<file path="src/rtl/rom_seq_reader.sv">
// -----------------------------------------------------------------------------
// rom_seq_reader
//
// Sequencing reader for a small lookup ROM. A start pulse in IDLE walks the
// ROM from address 0 to LAST_ADDR. Each word is fetched with a one-cycle read
// enable, registered, and offered downstream on a valid/ready handshake. When
// loop is high at the transfer of the LAST_ADDR word, the walk restarts at
// address 0. Otherwise done pulses and the reader returns to IDLE.
//
// Optional feature (compile-time macro ROM_SEQ_READER_CHKSUM_EN):
//   defined   - chksum is a modulo-2^DATA_W running sum of transferred words.
//   undefined - the checksum logic is absent and chksum is tied to 0.
//
// Ports:
//   clk         system clock, rising edge
//   rst         asynchronous active-high reset
//   start       begin a pass (sampled only in IDLE)
//   loop        wrap to address 0 at the last word instead of finishing
//   rom_addr    ROM address (the internal address register)
//   rom_rd_en   ROM read enable, high only while fetching
//   rom_data    ROM read data (combinational from rom_addr)
//   dout        registered word to downstream
//   dout_valid  dout holds an unaccepted word
//   dout_ready  downstream accept
//   busy        a pass is in progress
//   done        one-cycle pulse after the final word of a non-looping pass
//   chksum      running checksum (see the macro above)
// -----------------------------------------------------------------------------
module rom_seq_reader #(
    parameter int ADDR_W    = 4,
    parameter int DATA_W    = 8,
    parameter int LAST_ADDR = 15
) (
    input  logic              clk,
    input  logic              rst,
    input  logic              start,
    input  logic              loop,
    output logic [ADDR_W-1:0] rom_addr,
    output logic              rom_rd_en,
    input  logic [DATA_W-1:0] rom_data,
    output logic [DATA_W-1:0] dout,
    output logic              dout_valid,
    input  logic              dout_ready,
    output logic              busy,
    output logic              done,
    output logic [DATA_W-1:0] chksum
);

    typedef enum logic [1:0] {
        IDLE  = 2'd0,
        FETCH = 2'd1,
        HOLD  = 2'd2
    } state_t;

    localparam logic [ADDR_W-1:0] LAST = ADDR_W'(LAST_ADDR);

    state_t            state_q;
    logic [ADDR_W-1:0] addr_q;
    logic [DATA_W-1:0] dout_q;
    logic              valid_q;
    logic              rd_en_q;
    logic              busy_q;
    logic              done_q;

    // A transfer can only happen in HOLD, where valid_q is always set; the
    // state term keeps the intent explicit.
    logic transfer;
    logic at_last;
    assign transfer = (state_q == HOLD) && valid_q && dout_ready;
    assign at_last  = (addr_q == LAST);

    // All outputs are direct register copies, so dout_ready never reaches an
    // output combinationally.
    always_ff @(posedge clk or posedge rst) begin
        if (rst) begin
            state_q <= IDLE;
            addr_q  <= '0;
            dout_q  <= '0;
            valid_q <= 1'b0;
            rd_en_q <= 1'b0;
            busy_q  <= 1'b0;
            done_q  <= 1'b0;
        end else begin
            done_q <= 1'b0;
            case (state_q)
                IDLE: begin
                    if (start) begin
                        addr_q  <= '0;
                        rd_en_q <= 1'b1;
                        busy_q  <= 1'b1;
                        state_q <= FETCH;
                    end
                end
                FETCH: begin
                    dout_q  <= rom_data;
                    valid_q <= 1'b1;
                    rd_en_q <= 1'b0;
                    state_q <= HOLD;
                end
                HOLD: begin
                    if (transfer) begin
                        valid_q <= 1'b0;
                        if (!at_last) begin
                            addr_q  <= addr_q + ADDR_W'(1);
                            rd_en_q <= 1'b1;
                            state_q <= FETCH;
                        end else if (loop) begin
                            addr_q  <= '0;
                            rd_en_q <= 1'b1;
                            state_q <= FETCH;
                        end else begin
                            // addr_q deliberately stays at LAST.
                            done_q  <= 1'b1;
                            busy_q  <= 1'b0;
                            state_q <= IDLE;
                        end
                    end
                end
                default: begin
                    state_q <= IDLE;
                    valid_q <= 1'b0;
                    rd_en_q <= 1'b0;
                    busy_q  <= 1'b0;
                end
            endcase
        end
    end

`ifdef ROM_SEQ_READER_CHKSUM_EN
    logic [DATA_W-1:0] chksum_q;

    always_ff @(posedge clk or posedge rst) begin
        if (rst) begin
            chksum_q <= '0;
        end else if (state_q == IDLE && start) begin
            chksum_q <= '0;
        end else if (transfer) begin
            chksum_q <= chksum_q + dout_q;
        end
    end

    assign chksum = chksum_q;
`else
    assign chksum = '0;
`endif

    assign rom_addr   = addr_q;
    assign rom_rd_en  = rd_en_q;
    assign dout       = dout_q;
    assign dout_valid = valid_q;
    assign busy       = busy_q;
    assign done       = done_q;

endmodule
</file>
<file path="config.mk">
export PLATFORM = sky130hd
export DESIGN_NAME = rom_seq_reader
export DESIGN_NICKNAME = d
export VERILOG_FILES = /design/src/rtl/rom_seq_reader.sv
export SDC_FILE = /design/constraint.sdc
export NUM_CORES = 1
export LEC_CHECK = 0
export ABC_CLOCK_PERIOD_IN_PS = 2070
export CELL_PAD_IN_SITES_DETAIL_PLACEMENT = 1
export CELL_PAD_IN_SITES_GLOBAL_PLACEMENT = 1
export CORE_MARGIN = 2
export CORE_UTILIZATION = 31
export DETAILED_ROUTE_END_ITERATION = 6
export PLACE_DENSITY = 0.85
export SYNTH_ARGS = -nofsm -noshare
export SYNTH_HDL_FRONTEND = slang
export SYNTH_SLANG_ARGS = --single-unit
</file>
<file path="constraint.sdc">
create_clock -name clk -period 2.07 [get_ports clk]
set_input_delay 0.207 -clock clk [delete_from_list [all_inputs] [get_ports clk]]
set_output_delay 0.207 -clock clk [all_outputs]
set_load 0.01 [all_outputs]
</file>
==> results_dict.tcl <==
set metrics [dict create \
    clkTransAtPathRegs_ns 0.11 \
    n_antenna_cell 0 \
    max_freq_mhz 602 \
    reg2reg_depth 3 \
    hold_buffers 0 \
    critPathMaxStageDelay_ns 0.49 \
    power_density_nw_per_um2 1300 \
    clock_path_buffers 2 \
    grt_pass1_vias 666 \
    netlist_instances 76 \
    cp_cell_sequence "or3b_4 > a22oi_2 > mux2_1" \
    wl_per_cell_um 14.7 \
    vias 667 \
    dr.pass1.iters 3 \
    post_cts_buffers 0 \
    final_common_cell "clkdlybuf4s50_1" \
    outcome "finished clean" \
    synth.distinct_cells 29 \
    clkLatencyLatePin_ns 0.29 \
    max_cap_violations 0 \
    slew_headroom_pct 54.0 \
    dp_hpwl_um 1530 \
    antenna_found_initial 0 \
    design_area_um2 1190 \
    crit_slowest_cell "dfrtp_1" \
    root_buffer "clkbuf_4" \
    peakVddDrop_mv 0.647 \
    cts_tree "done" \
    endpoint_kind "flip-flop" \
    worst-path-max-fanout 9 \
    ys_warn_count 0 \
    die_y_um 57.1 \
    hold_viol 0 \
    ys_seq_elements 18 \
    syn_area_um2 873 \
    worstMarginPinSlew_ns 0.689 \
    setup_viol 0 \
    drive_above_1_share_pct 14.2 \
    hold_class "in -> async" \
    die_x_um 57.1 \
    pre_cts_slack_ns 0.234 \
    cts_sinks 18 \
    areaGrowthSynthToFinish_pct 36.2 \
    globalRouteOverflowTotal 0 \
    vias_per_cell 4.87 \
    portBuffers 28 \
    io_pins 37 \
    crit_path_start_kind "flip-flop" \
    tns_ns 0 \
    coreArea_um2 2710 \
    track_usage_pct 13.4 \
    crit_type "reg -> reg" \
    place_congestion 0.776 \
    syn_avg_cell_area_um2 11.5 \
    critPathArrivalTime_ns 1.85 \
    grt_max_degree 19 \
    fin_crit_sh_pct 80.3 \
    critical_path_required_ns 2.25 \
    place_area_um2 1150 \
    final_max_slew_viol_count 0 \
    final_cell_mix "28 x clkdlybuf4s50_1, 18 x dfrtp_1, 8 x mux2_2, 8 x conb_1, 5 x nand3_1" \
    drtIter0Drc 9 \
    start_util_pct 32.2 \
    dp.cells 133 \
    drc 0 \
    fin_worst_skew_ns 0.00221 \
    routed_wl_um 2010 \
    fin_crit_ns 1.66 \
    finalNetCount 121 \
    antenna_left 0 \
    worst_slack_ns 0.408 \
    rsz0062_at_grt "false" \
    placementRows 19 \
    die_area_um2 3260 \
    ys_seq_area_share_pct 51.6 \
    p_leak_uw 0.000508 \
    nFillCells 316 \
    layoutNonFillerInstCount 137 \
    cts_buffers 3 \
    post_cts_resized 0 \
    htreeDepth 1 \
    grt_pass1_wl_um 3320 \
    whs_ns 0.306 \
]
## synth_stat cells
library cell | count | share of area, %
o211ai_1 | 1 | 0.86
or3b_4 | 1 | 1.3
mux2_1 | 1 | 1.3
o21ai_0 | 3 | 1.7
a21oi_1 | 3 | 1.7
nand4bb_1 | 1 | 1.3
and4b_1 | 1 | 1.1
nand2_1 | 4 | 1.7
a2bb2oi_1 | 1 | 1.0
and2b_1 | 1 | 0.86
nor3_1 | 1 | 0.57
or3_1 | 2 | 1.4
or4_1 | 1 | 0.86
or2b_1 | 1 | 0.86
a311oi_1 | 1 | 1.0
a22oi_2 | 1 | 1.4
mux2_2 | 8 | 10
nand4b_1 | 2 | 2.0
or2_2 | 1 | 0.72
nor2b_1 | 1 | 0.72
a21boi_0 | 1 | 0.86
nand3_1 | 5 | 2.9
buf_2 | 1 | 0.57
dfrtp_1 | 18 | 52
buf_4 | 8 | 6.9
inv_1 | 4 | 1.7
ha_1 | 1 | 1.4
o21a_1 | 1 | 0.86
conb_1 | 1 | 0.43
## registers in the layout, summed over array words and instances, names as in the netlist
signal      count
rom_rd_en       1
done            1
state_q         2
rom_addr        4
busy            1
dout_valid      1
dout            8
## metrics by stage
stage | util, % | total power [uW]
after global routing | 43.9 | 1660
after global placement | 42.6 | 1310
after CTS | 43.9 | 1570
after detailed placement | 42.6 | 1340
after floorplan | - | 992
final | 43.9 | 1540
## routing by layer
layer / share of wire [%] / track usage, % / vias to the layer above / wire length [um]
met5: 0 / 0 / - / 0
met4: 1.7 / 4.98 / 0 / 34
met3: 2.4 / 2.27 / 4 / 48
met2: 48 / 21.3 / 13 / 973
met1: 47 / 18.4 / 337 / 951
li1: - / - / 313 / -
## power by group
part | internal (uW) | switching, uW
combinational | 422 | 281
clock | 107 | 113
sequential | 496 | 126
## final cells by class
| type | count | area [um2] | share of cell area, % |
|---|---|---|---|
| sequential | 18 | 450 | 37.9 |
| tap | 31 | 38.8 | 3.26 |
| multi-input combinational | 52 | 369 | 31.0 |
| clock buffer | 4 | 36.3 | 3.05 |
| timing repair buffer | 28 | 280 | 23.6 |
| inverter | 4 | 15.0 | 1.26 |
## worst max-delay path, delay by kind of cell (launching register included)
family / cells / cell delay [ns]
AO/OA/AOI/OAI: 1 / 0.26
flip-flops: 1 / 0.49
multiplexers: 1 / 0.35
AND/OR/NAND/NOR: 1 / 0.45
## cell families (layout without fill, tap and decap cells)
logic type	after synthesis	after routing	share of synthesized area [%]
mux	9	9	11.6
other cells	1	8	0.429
simple gates	22	22	16.3
flops	18	18	51.6
compound gates	12	12	9.46
buf+inv	13	36	9.17
fa+ha+maj	1	1	1.43
## final timing paths
path / end / slack (ns) / from
min reg2reg: dout[2] / 0.52 / dout[2]
max: rom_addr[0] / 0.41 / state_q[1]
max in group asynchronous: rom_addr[1] / 1.33 / rst
min: dout[6] / 0.31 / rst
max reg2reg: rom_addr[0] / 0.41 / state_q[1]
min in group clk: dout[2] / 0.52 / rom_data[2]
(Power assumes the default switching activity.)
